$ cat config.mk
export PLATFORM = sky130hd
export DESIGN_NAME = fetch_unit
export DESIGN_NICKNAME = d
export VERILOG_FILES = /design/src/rtl/fetch_unit.sv
export SDC_FILE = /design/constraint.sdc
export NUM_CORES = 1
export LEC_CHECK = 0
export ABC_AREA = 1
export BUFFER_PORTS_ARGS = -buffer_cell sky130_fd_sc_hd__buf_2
export CAP_MARGIN = 40
export CELL_PAD_IN_SITES_DETAIL_PLACEMENT = 1
export CELL_PAD_IN_SITES_GLOBAL_PLACEMENT = 2
export CORE_MARGIN = 8
export CORE_UTILIZATION = 28
export CTS_BUF_LIST = sky130_fd_sc_hd__clkbuf_8
export CTS_CLUSTER_SIZE = 20
export DETAILED_ROUTE_END_ITERATION = 12
export GPL_ROUTABILITY_DRIVEN = 0
export PLACE_DENSITY_LB_ADDON = 0.1
export SETUP_SLACK_MARGIN = 0.15
export SLEW_MARGIN = 20
export SYNTH_ARGS = -nofsm -noshare
export SYNTH_HDL_FRONTEND = slang
export SYNTH_SLANG_ARGS = --single-unit
$ cat constraint.sdc
create_clock -name clk -period 3.7 [get_ports clk]
set_input_delay 0.37 -clock clk [delete_from_list [all_inputs] [get_ports clk]]
set_output_delay 0.37 -clock clk [all_outputs]
set_load 0.005 [all_outputs]
$ cat src/rtl/fetch_unit.sv
// Instruction fetch unit: IDLE -> FETCH -> EXEC loop with jump/branch/sequential next-PC.
// Optional macro FETCH_HALT_EN: op 6'b111111 parks the unit in HALT until reset.
module fetch_unit #(
  parameter logic [31:0] RESET_PC = 32'h0000_0000
) (
  input  logic        clk,
  input  logic        reset_n,
  output logic        imem_req,
  output logic [31:0] imem_addr,
  input  logic [31:0] imem_rdata,
  input  logic        imem_valid,
  input  logic        pcsrc,
  input  logic        jump,
  input  logic        stall,
  output logic [31:0] pc,
  output logic [31:0] pcplus4,
  output logic [31:0] instr,
  output logic [5:0]  op,
  output logic [5:0]  funct,
  output logic [4:0]  shamt,
  output logic        instr_valid,
  output logic        halted
);

  typedef enum logic [1:0] {IDLE, FETCH, EXEC, HALT} state_e;

  state_e      state_q;
  logic [31:0] pc_q;
  logic [31:0] pc_d;
  logic [31:0] instr_q;
  logic        req_q;
  logic        iv_q;
  logic        halted_q;
  logic        halt_op;

`ifdef FETCH_HALT_EN
  assign halt_op = (instr_q[31:26] == 6'b111111);
`else
  assign halt_op = 1'b0;
`endif

  assign pcplus4 = pc_q + 32'd4;

  always_comb begin
    pc_d = pcplus4;
    if (jump) begin
      pc_d = {pcplus4[31:28], instr_q[25:0], 2'b00};
    end else if (pcsrc) begin
      pc_d = pcplus4 + {{14{instr_q[15]}}, instr_q[15:0], 2'b00};
    end
  end

  // Outputs are registered alongside the state so they change only with it.
  always_ff @(posedge clk or negedge reset_n) begin
    if (!reset_n) begin
      state_q  <= IDLE;
      pc_q     <= {RESET_PC[31:2], 2'b00};
      instr_q  <= '0;
      req_q    <= 1'b0;
      iv_q     <= 1'b0;
      halted_q <= 1'b0;
    end else begin
      case (state_q)
        IDLE: begin
          state_q <= FETCH;
          req_q   <= 1'b1;
        end
        FETCH: begin
          if (imem_valid) begin
            instr_q <= imem_rdata;
            state_q <= EXEC;
            req_q   <= 1'b0;
            iv_q    <= 1'b1;
          end
        end
        EXEC: begin
          if (!stall) begin
            iv_q <= 1'b0;
            if (halt_op) begin
              state_q  <= HALT;
              halted_q <= 1'b1;
            end else begin
              pc_q    <= pc_d;
              state_q <= FETCH;
              req_q   <= 1'b1;
            end
          end
        end
        HALT: begin
          state_q <= HALT;
        end
        default: begin
          state_q <= IDLE;
        end
      endcase
    end
  end

  assign imem_req    = req_q;
  assign imem_addr   = pc_q;
  assign pc          = pc_q;
  assign instr       = instr_q;
  assign op          = instr_q[31:26];
  assign funct       = instr_q[5:0];
  assign shamt       = instr_q[10:6];
  assign instr_valid = iv_q;
  assign halted      = halted_q;

endmodule

=== Word-level counts from Yosys, hierarchy flattened ===
Cells that the tools add are included.

* Add/sub/neg operators: 2
* Shifts and indexed selects: 0
* Order comparisons: 0
* Div/mod/pow operators: 0
* Reduce and logical (&&, ||, !) cells: 8
* Muxes and demuxes: 11
* Equality and inequality tests: 5
* Bitwise logic cells: 1
* $mul: 0

{| class="wikitable"
|+ Operator list
! operator !! count
|-
| $mux 32 || 2
|-
| $add 32x3->32 const B || 1
|-
| $add 32x32->32 || 1
|-
| $pmux 2 s4 || 1
|-
| $reduce_and 2->1 || 3
|-
| $reduce_and 3->1 || 2
|-
| $eq 2x2->1 const B || 2
|-
| $mux 1 || 4
|-
| $mux 2 || 2
|-
| $ne 2x2->1 const B || 2
|-
| $pmux 1 s3 || 1
|-
| $reduce_bool 3->1 || 1
|-
| $eq 2x1->1 const B || 1
|-
| $logic_not 2->1 || 1
|-
| $pmux 1 s2 || 1
|-
| $reduce_bool 2->1 || 1
|-
| $not 1->1 || 1
|}

* Bits in read-only memories: 0
* Flip-flop bits (word level): 68
* Memories kept: 0
* RAM bits: 0
* Latch bits: 0
* Input port bits: 38
* Word-level logic and storage cells: 32
* Output and inout port bits: 148

=== Depth between registers and ports, before layout ===
Gate-level depths: netlist of the first run.

* Depth in word-level cells: 4
* Mapped depth: 22
* Mapped depth without buffers: 22

=== Worst setup path after synthesis of the first run ===
OpenSTA, ideal clock, no wires.

* Kind: flip-flop to flip-flop
* Start: reg pc_q[2], in the netlist imem_addr[2]
* End: reg pc_q[11], in the netlist imem_addr[11]
* Library setup time: 119 ps
* Path buffers: 0
* Path slack: 958 ps
* Arrival time: 2624 ps
* Required time: 3581 ps
* Stages on the path, launching flop included: 19
* Path through: dfrtp_1 -> ha_1 -> inv_1 -> nor3_4 -> nand2_1 -> nor2_2 -> xor2_1 -> inv_1 -> ha_1 -> nand2_1 -> nand2_1 -> nand2_1 -> nand2_1 -> inv_1 -> nand3_1 -> or2_2 -> nand3_1 -> nand3_1 -> o21a_1

* Longest elaborated chain between the ends: 4

{| class="wikitable"
|+ Ends and longest elaborated chain
! element !! line !! source
|-
| from (decl) || 28 || <nowiki>logic [31:0] pc_q;</nowiki>
|-
| from (signal assigned) || 57 || <nowiki>pc_q <= {RESET_PC[31:2], 2'b00};</nowiki>
|-
| from (signal assigned) || 83 || <nowiki>pc_q <= pc_d;</nowiki>
|-
| $add 32x3->32 || 42 || <nowiki>assign pcplus4 = pc_q + 32'd4;</nowiki>
|-
| net pcplus4[8] || 16 || <nowiki>output logic [31:0] pcplus4,</nowiki>
|-
| $add 32x32->32 || 49 || <nowiki>pc_d = pcplus4 + {{14{instr_q[15]}}, instr_q[15:0], 2'b00};</nowiki>
|-
| $mux 32 || 48 || <nowiki>end else if (pcsrc) begin</nowiki>
|-
| $mux 32 || 46 || <nowiki>if (jump) begin</nowiki>
|}

The timed path passes the listed nets, and every way through them passes these cells.
A chain may end at the register's enable or synchronous reset.

=== Worst setup path in the final report of the first run ===
* Start: reg pc_q[16], in the netlist imem_addr[16]
* End: reg pc_q[24], in the netlist imem_addr[24]

* Longest elaborated chain between the ends: 4

{| class="wikitable"
|+ Ends and longest elaborated chain
! element !! line
|-
| $add 32x3->32 (*) || 42
|-
| $add 32x32->32 || 49
|-
| $mux 32 (*) || 48
|-
| $mux 32 (*) || 46
|}

Mark *: on every way between the ends. The rest lies on a longest branch, timed or not.

==> impl_metrics.toml, run 1 <==
[worst_setup_path]
path_max_fanout = 5
start_kind = "register"
cp_top_family = "simple AND/OR/NAND/NOR gates"
crit_required_ns = 4.01
path_cells = "nand2_1, nor3_1, nand2_1, nor2_1, nand3_1, nand2_1, inv_1, ha_1, nand2_1, nor2_2, and2_1, nand3_1, nand3_1, nand2_1, nand3_1, nand2_1, a21boi_1"
critPathArrivalTime_ns = 3.54
cp_common_cell = "nand2_1"
cpPeakStageDelay_ns = 0.52
worst-path-buf-inv = 1
end_kind = "register"
r2r_slack_ns = 0.47
path_class = "reg -> reg"
crit_path_top_delay_cell = "dfrtp_1"

[synth]
synth_warnings = 0
ys_seq_area_share_pct = 25.3
synth-seq-cells = 66
avgSynthCellArea_um2 = 6.47
syn_inst = 1011
synth-simple-area-share_pct = 32.7
synthXorXnorAreaFrac_pct = 2.41
synth-async-reset-ratio_pct = 100
synth_top_flop_cell = "dfrtp_1"
netlist-cell-type-count = 44
synth_compound_area_share_pct = 10.2
synth_top_family_by_area = "simple AND/OR/NAND/NOR gates"
synthAdderAreaFrac_pct = 7.19
synth.mux.area_fraction_pct = 5.34
syn_area_um2 = 6540
synth_edf_count = 0

[sta]
finalSetupViolCount = 0
clock.fmax_mhz = 309
fin_skew_ns = 0.0178
finalCriticalPeriod_ns = 3.23
slew_headroom_pct = 43.7
slew_viol_final = 0
whs_ns = 0.210
fin_crit_sh_pct = 87.4
tns_ns = 0
rsz0062_at_grt = "no"
hold_viol = 0
tightest_slew_ns = 0.844

[detailed_routing]
routed_wl_um = 29300
vias = 6957
firstDrtPassIters = 4
ant_nets = 0
wire_per_inst_um = 19.7
routed_via_density = 4.68
drt_iter0_drc = 321
route.detailed.drc = 0

[floorplanning]
rows = 56
ioPinCount = 186
start_util_pct = 28.2
dieHeight_um = 169
die_width_um = 169
die_area_um2 = 28500
core_um2 = 23200

[final_layout]
layout_common_cells = "308 x nand2_1, 177 x buf_2, 164 x inv_1"
drive_above_1_share_pct = 25.8
area_growth_pct = 22.1
fin_area_um2 = 7980
regArea_um2 = 1650
nNetsFinal = 1237
num_antenna_cells = 0
n_fill_cell = 3059
final_common_cell = "nand2_1"
multiInputGateArea_um2 = 3940

[pwr]
leakagePower_nw = 4.41
peakVddDrop_v = 0.000368
pwr_density_cell_nw_per_um2 = 1090
p_total_mw = 8.67

[clocking]
numCtsBuffers = 9
htreeDepth = 3
clk_pin_slew_ns = 0.10
cts_tree = "done"
cts.sinks = 66
cts_max_path_buffers = 2
root_buffer = "clkbuf_8"
insertion_delay_ns = 0.38

[placed_design]
place.detailed.hpwl_um = 24200
port_buffers = 178
dpl_cell_area_um2 = 7580

[run]
maxCapViolCount = 0

[global_routing]
grt_pass1_vias = 7641
grt.total_usage_pct = 20.9
grt-ovfl-total = 0
grt_pass1_wl_um = 45200
grt_antenna_before_repair = 1
grt_max_degree = 46

[hold_path]
hp-class = "in -> reg"

[run_status]
status = "finished clean"
[layer usage]
| metal | track usage [%] | up-vias | routed length [um] |
|---|---|---|---|
| met1 | 25.3 | 3300 | 12700 |
| met5 | 0 | - | 0 |
| met4 | 7.53 | 0 | 923 |
| met2 | 36.4 | 188 | 14300 |
| met3 | 3.70 | 42 | 1420 |
| li1 | - | 3427 | - |
[cell type report]
class                      instances  area share (%)
clock buffer                      10            1.72
clock inverter                     6            1.10
inverter                         168            7.90
multi-input combinational        712            49.3
sequential                        66            20.7
tap                              319            5.00
timing repair buffer             205            14.2
[report_power, final]
part           switching, mW  internal (mW)  leakage [nW]
combinational           3.93           2.37          3.54
sequential             0.540           1.08         0.754
clock                  0.359          0.400         0.117
total                   4.82           3.84          4.41
[registers in the layout, indices dropped and copies added, names as in the netlist]
register,cells
instr_valid,1
state_q,2
imem_req,1
imem_addr,30
instr,32
[what timing repair did]
item	CTS	global route
buffers inserted	0	3
hold buffers	1	0
endpoints found under the hold margin	2	0
endpoints found under the setup margin	2	23
resized for setup	1	27
pin swaps	0	1
[synthesized netlist by cell type, types with 10 or more instances]
cell / n / area, um2
a21oi_1: 59 / 295
nand2_1: 313 / 1170
nor2_1: 69 / 259
ha_1: 36 / 450
dfrtp_1: 66 / 1650
nand3_1: 66 / 330
clkbuf_1: 13 / 48.8
o21ai_0: 21 / 105
inv_1: 164 / 616
xor2_1: 17 / 149
nor3_1: 14 / 70.1
mux2_2: 31 / 349
buf_4: 54 / 405
nand4_1: 10 / 62.6
[final timing paths]
| path | startpoint | to | depth (start not counted) |
|---|---|---|---|
| setup reg to reg | imem_addr[16] | imem_addr[24] | 17 |
| hold reg to reg | instr_valid | instr_valid | 2 |
| hold / removal | imem_rdata[25] | instr[25] | 2 |
| setup / recovery | imem_addr[16] | imem_addr[24] | 17 |
| max in group asynchronous | reset_n | imem_addr[6] | 3 |
| min in group asynchronous | reset_n | imem_addr[30] | 2 |
[per-stage QoR]
stage / utilization [%] / instances / worst slack [ns]
2_1_floorplan: - / 1017 / 0.958
3_3_place_gp: 32.5 / 1462 / 0.123
3_5_place_dp: 32.7 / 1465 / 0.0382
4_1_cts: 33.7 / 1482 / 0.177
5_1_grt: 34.4 / 1486 / 0.166
6_report: 34.4 / 1486 / 0.467
[cells by family (layout without fill, tap and decap cells)]
group / count (synthesis) / count (layout)
simple gates: 504 / 504
buf+inv: 239 / 389
compound gates: 115 / 115
flops: 66 / 66
fa+ha+maj: 37 / 37
mux: 31 / 31
xor+xnor: 18 / 18
other cells: 1 / 7
[worst register-to-register path, stage by stage (launching register included)]
cell and delay (ns):
dfrtp_1 0.52, nand2_1 0.13, nor3_1 0.24, nand2_1 0.19, nor2_1 0.16, nand3_1 0.09
nand2_1 0.09, inv_1 0.13, ha_1 0.44, nand2_1 0.14, nor2_2 0.20, and2_1 0.19
nand3_1 0.14, nand3_1 0.12, nand2_1 0.05, nand3_1 0.11, nand2_1 0.10, a21boi_1 0.12
Note: power is estimated with default switching activity, not from simulation.
==> run 2: changes to the inputs <==
BUFFER_PORTS_ARGS = unset   (was -buffer_cell sky130_fd_sc_hd__buf_2)
CORE_UTILIZATION = 35   (was 28)
DONT_BUFFER_PORTS = 1   (was unset)
==> run 2 against run 1 <==
Compared with the run above:
- critical path depth stayed put
- sequential cell count stayed put
- clock power is 5.0% higher
- die area is 18% lower
- combinational power is 15% lower
- global-route usage is 1.3 points higher
- hold slack worse by 0.071 ns
- final area is 12% lower
- critical path type unchanged
- highest routed layer unchanged
==> impl_metrics.toml, run 2 (synthesis results as in run 1) <==
[worst_setup_path]
end_kind = "register"
cpPeakStageDelay_ns = 0.47
start_kind = "register"
path_class = "reg -> reg"
cp_common_cell = "nand2_1"
r2r_slack_ns = 0.41
path_cells = "inv_1, nor3_1, nand2_1, nor2_1, nand3_1, nand2_1, inv_1, ha_1, nand2_1, nor2_1, and2_1, nand3_1, nand3_1, nand2_1, nand3_1, nand2_1, a21boi_1"
crit_path_top_delay_cell = "ha_1"
path_max_fanout = 5
cp_top_family = "simple AND/OR/NAND/NOR gates"
critPathArrivalTime_ns = 3.58
crit_required_ns = 4.00
worst-path-buf-inv = 2

[sta]
slew_headroom_pct = 44.3
fin_crit_sh_pct = 88.8
tightest_slew_ns = 0.834
slew_viol_final = 0
finalCriticalPeriod_ns = 3.29
rsz0062_at_grt = "yes"
tns_ns = 0
fin_skew_ns = 0.0173
hold_viol = 0
finalSetupViolCount = 0
clock.fmax_mhz = 304

[floorplanning]
dieHeight_um = 153
rows = 50
ioPinCount = 186
die_width_um = 153
die_area_um2 = 23300
core_um2 = 18500
start_util_pct = 35.3

[run_status]
status = "finished clean"

[pwr]
leakagePower_nw = 3.69
p_int_mw = 3.40
pwr_density_cell_nw_per_um2 = 1130
p_sw_mw = 4.50
pwr-share-seq_pct = 22.3
p_sw_share_pct = 57.0
peakVddDrop_v = 0.000417
p_clk_share_pct = 10.1
combinationalPowerShare_pct = 67.7

[final_layout]
layout.cells.non_filler = 1219
area_growth_pct = 6.93
multiInputGateArea_um2 = 3940
drive_above_1_share_pct = 12.7
largest_reg_flops = 32
regArea_um2 = 1660
layout_common_cells = "312 x nand2_1, 164 x inv_1, 64 x nand3_1"
n_fill_cell = 2429
final_common_cell = "nand2_1"
nNetsFinal = 1055
num_antenna_cells = 0
fin_area_um2 = 6990

[detailed_routing]
route.detailed.drc = 0
wire_per_inst_um = 21.2
drt_iter0_drc = 210
firstDrtPassIters = 4
routed_wl_um = 25800
vias = 6149
routed_via_density = 5.04
ant_nets = 0

[hold_path]
hp-class = "in -> reg"

[clocking]
cts.sinks = 66
htreeDepth = 3
numCtsBuffers = 9
cts_max_path_buffers = 2
cts_setup_buffers = 0
cts_tree = "done"
clk_pin_slew_ns = 0.09
root_buffer = "clkbuf_8"
insertion_delay_ns = 0.37

[placed_design]
dpl_cell_area_um2 = 6570
port_buffers = 0
place_inst = 1201
place.detailed.hpwl_um = 21100

[global_routing]
grt_pass1_wl_um = 39700
grt-ovfl-total = 0
grt_antenna_before_repair = 0
grt_pass1_vias = 6686
grt_max_degree = 67
grt.total_usage_pct = 22.2

[run]
maxCapViolCount = 0
## run 2: cell count changes in the layout (fill, tap and decap cells not counted), sizes merged
cell      before  now
bufinv         2    3
clkinv         4    2
clkbuf        10    9
buf          204   22
inv          168  169
clkinvlp       0    1
## run 2: layout make-up
cell class                      instances  share of cell area (%)
Clock buffer                            9                    1.77
Clock inverter                          7                    1.77
Inverter                              168                    9.02
Multi-Input combinational cell        712                    56.3
Sequential cell                        66                    23.8
Tap cell                              234                    4.19
Timing Repair Buffer                   23                    3.18
## run 2: timing repair
action,in CTS,in global routing
resized for setup,1,34
endpoints found under the hold margin,66,0
endpoints found under the setup margin,1,19
hold buffers,2,0
## run 2: routing by layer
metal / part of all wire, % / track usage [%] / vias up
met4: 2.6 / 7.21 / 0
met1: 41 / 25.0 / 2907
li1: - / - / 3065
met3: 6.3 / 6.13 / 29
met2: 50 / 39.7 / 148
met5: 0 / 0 / -
## run 2: final timing paths
| path | from | to | cells past startpoint |
|---|---|---|---|
| worst max-delay path | imem_addr[15] | imem_addr[24] | 17 |
| worst min-delay path | imem_rdata[14] | instr[14] | 1 |
| worst max register to register | imem_addr[15] | imem_addr[24] | 17 |
| worst min register to register | instr_valid | instr_valid | 2 |
| max in group asynchronous | reset_n | imem_addr[3] | 2 |
| min in group asynchronous | reset_n | instr[14] | 2 |
## run 2: per-stage QoR
stage	worst slack, ns	hold slack [ns]	util, %	power, mW
6_report	0.414	0.139	37.8	7.90
5_1_grt	0.102	0.113	37.8	8.78
4_1_cts	0.258	0.113	37.1	7.87
3_5_place_dp	0.208	0.0771	35.5	7.00
3_3_place_gp	0.189	0.0770	35.2	6.92
2_1_floorplan	0.958	0.0744	-	5.51
## run 2: power by group through the flow
stage                     combinational, mW  clock [mW]  sequential [mW]
after global routing                   6.09       0.842             1.85
after global placement                 5.12           0             1.81
after detailed placement               5.21           0             1.79
after CTS                              5.27       0.821             1.77
final                                  5.35       0.797             1.76
after floorplan                        4.00           0             1.51
## run 2: worst register-to-register path, cell delays in order (launching register included)
cell and delay (ns):
dfrtp_2 0.46, inv_1 0.11, nor3_1 0.27, nand2_1 0.21
nor2_1 0.16, nand3_1 0.08, nand2_1 0.11, inv_1 0.14
ha_1 0.47, nand2_1 0.13, nor2_1 0.26, and2_1 0.20
nand3_1 0.11, nand3_1 0.10, nand2_1 0.05, nand3_1 0.14
nand2_1 0.09, a21boi_1 0.12
==> run 3: changes to the inputs <==
ABC_AREA = 0   (was 1)
CORE_UTILIZATION = 37   (was 35)
==> run 3 against run 2 <==
Compared with the run above:
- setup slack worse by 0.20 ns
- synthesized cell count shrank 29%
- critical path depth stayed put
- hold slack got worse by 0.016 ns
- cell count shrank 23%
- via count fell by 12%
- core utilization rose by 8.2 points
- combinational power down 2%
- sequential power is 11% lower
- clock-buffer cell count rose by 1
- sequential share of layout area about the same
- highest routed layer unchanged
==> impl_metrics.toml, run 3 <==
[synth]
synth_warnings = 0
synth-seq-cells = 66
netlist-cell-type-count = 75
syn_area_um2 = 5700
yosys.area.top_type_share_pct = 29.0
syn_inst = 718
synth_top_area_cell = "dfrtp_1"
synth_top_flop_cell = "dfrtp_1"
synth_edf_count = 0
yosysMostFrequentCell = "nand2_1"
ys_seq_area_share_pct = 29.0
synth-async-reset-ratio_pct = 100
avgSynthCellArea_um2 = 7.94
ys_top_cells_by_area = "dfrtp_1 29%, nand2_1 9.6%, ha_1 7.9%"
synth_commonest_cells = "146 x nand2_1, 66 x dfrtp_1, 56 x buf_4"

[worst_setup_path]
start_kind = "register"
path_max_fanout = 6
critPathArrivalTime_ns = 3.76
endpoint = "imem_addr[31]"
cp-startpoint = "imem_addr[10]"
cp_top_family = "simple AND/OR/NAND/NOR gates"
timing.rr.start = "imem_addr[10]"
crit_cells = 17
r2r_cells = 17
end_kind = "register"
cpPeakStageDelay_ns = 0.36
worst-path-buf-inv = 0
timing.rr.end = "imem_addr[31]"
crit_path_top_delay_cell = "dfrtp_1"
crit_required_ns = 3.98
r2r_slack_ns = 0.22
path_cells = "and4_4, and4_4, and3_4, and2_4, nand2_1, xnor2_2, ha_4, nand2_1, nor2_2, nor4b_4, o211a_1, nor4_4, o31ai_2, xnor2_1, nor2_1, xnor2_1, o21ai_1"
path_class = "reg -> reg"

[detailed_routing]
firstDrtPassIters = 4
drt_iter0_drc = 215
wire_per_inst_um = 23.2
vias = 5387
route.detailed.drc = 0
ant_nets = 0
routed_via_density = 5.77
routed_wl_um = 21700

[final_layout]
largest_reg_flops = 32
n_fill_cell = 1784
drive_above_1_share_pct = 27.2
layout_common_cells = "143 x nand2_1, 80 x buf_4, 65 x dfrtp_1"
nNetsFinal = 816
regArea_um2 = 1650
multiInputGateArea_um2 = 4060
final_common_cell = "nand2_1"
num_antenna_cells = 0
area_growth_pct = 21.9
fin_area_um2 = 6950

[clocking]
numCtsBuffers = 9
root_buffer = "clkbuf_8"
clk_pin_slew_ns = 0.08
cts_tree = "done"
cts.sinks = 66
insertion_delay_ns = 0.35
htreeDepth = 3
cts_max_path_buffers = 2

[sta]
finalCriticalPeriod_ns = 3.48
slew_viol_final = 0
tightest_slew_ns = 0.731
fin_skew_ns = 0.0110
hold_viol = 0
rsz0062_at_grt = "yes"
tns_ns = 0
fin_crit_sh_pct = 94.1
slew_headroom_pct = 51.3
clock.fmax_mhz = 287
finalSetupViolCount = 0

[floorplanning]
die_width_um = 140
die_area_um2 = 19600
rows = 45
ioPinCount = 186
start_util_pct = 37.7
dieHeight_um = 140
core_um2 = 15100

[pwr]
p_sw_share_pct = 50.8
p_sw_mw = 3.77
combinationalPowerShare_pct = 70.6
p_clk_share_pct = 8.3
peakVddDrop_v = 0.000379
leakagePower_nw = 3.26
pwr-share-seq_pct = 21.1
p_int_mw = 3.65
pwr_density_cell_nw_per_um2 = 1070

[global_routing]
grt_pass1_vias = 5594
grt.total_usage_pct = 20.9
grt-ovfl-total = 0
grt_pass1_wl_um = 32500
grt_antenna_before_repair = 0
grt_max_degree = 67

[placed_design]
port_buffers = 0
place.detailed.hpwl_um = 16100
dpl_cell_area_um2 = 5950

[run_status]
status = "finished clean"

[run]
maxCapViolCount = 0

[hold_path]
hp-class = "in -> reg"
==> run 3: changes by cell type in the layout (fill, tap and decap cells not counted), sizes merged, moves of 31 or more <==
cell	previous run	this run
buf	22	89
nand2	318	148
mux2	31	0
inv	169	16
xnor2	1	34
nand3	67	20
==> run 3: cell type report <==
cell class	count	share of cell area, %
clock inverter	6	0.828
inverter	16	0.864
multi-input combinational	558	58.4
sequential	66	23.8
timing repair buffer	90	10.8
clock buffer	10	1.98
tap	188	3.38
==> run 3: worst min-delay path by stage <==
stage | from | endpoint | slack [ns] | cells after the start
4_1_cts | jump | imem_addr[24] | 0.1 | 1
3_3_place_gp | reset_n | instr[9] | 0.08 | 0
5_1_grt | jump | imem_addr[24] | 0.10 | 1
2_1_floorplan | reset_n | imem_addr[10] | 0.07 | 0
3_5_place_dp | reset_n | instr[9] | 0.08 | 0
6_report | jump | imem_addr[24] | 0.12 | 1
==> run 3: per-stage QoR <==
stage	util (%)	total power [mW]	setup WS (ns)	hold WS, ns	instances
2_1_floorplan	-	4.58	0.200	0.0744	724
3_3_place_gp	39.0	5.71	0.0550	0.0768	891
3_5_place_dp	39.3	5.84	0.00805	0.0771	893
4_1_cts	41.5	6.65	0.155	0.0980	915
5_1_grt	45.9	7.98	0.00463	0.101	934
6_report	45.9	7.42	0.219	0.123	934
==> run 3: logic make-up after synthesis <==
logic type      share of synthesized area (%)
simple gates                             23.1
compound gates                           20.1
xor+xnor                                 8.27
fa+ha+maj                                8.25
mux                                     0.878
flops                                    29.0
other cells                            0.0658
buf+inv                                  10.4
==> run 3: power groups by stage <==
| stage | Combinational (mW) | Sequential [mW] | Clock (mW) |
|---|---|---|---|
| 2_1_floorplan | 3.08 | 1.49 | 0 |
| 3_3_place_gp | 4.16 | 1.55 | 0 |
| 3_5_place_dp | 4.28 | 1.56 | 0 |
| 4_1_cts | 4.45 | 1.56 | 0.643 |
| 5_1_grt | 5.70 | 1.62 | 0.660 |
| 6_report | 5.24 | 1.57 | 0.614 |
==> run 3: layer usage <==
metal,wire length (um),track usage (%),vias to the layer above
li1,-,-,2487
met1,9430,27.1,2693
met2,10200,33.8,180
met3,1620,5.67,27
met4,413,5.37,0
met5,0,0,-
==> run 3: repair_timing <==
| action | 4_1_cts | 5_1_grt |
|---|---|---|
| gates resized for setup | 13 | 89 |
| hold buffers | 2 | 0 |
| pin swaps | 8 | 39 |
| hold endpoints to repair | 66 | 0 |
| setup endpoints to repair | 10 | 18 |
| setup buffers | 4 | 19 |
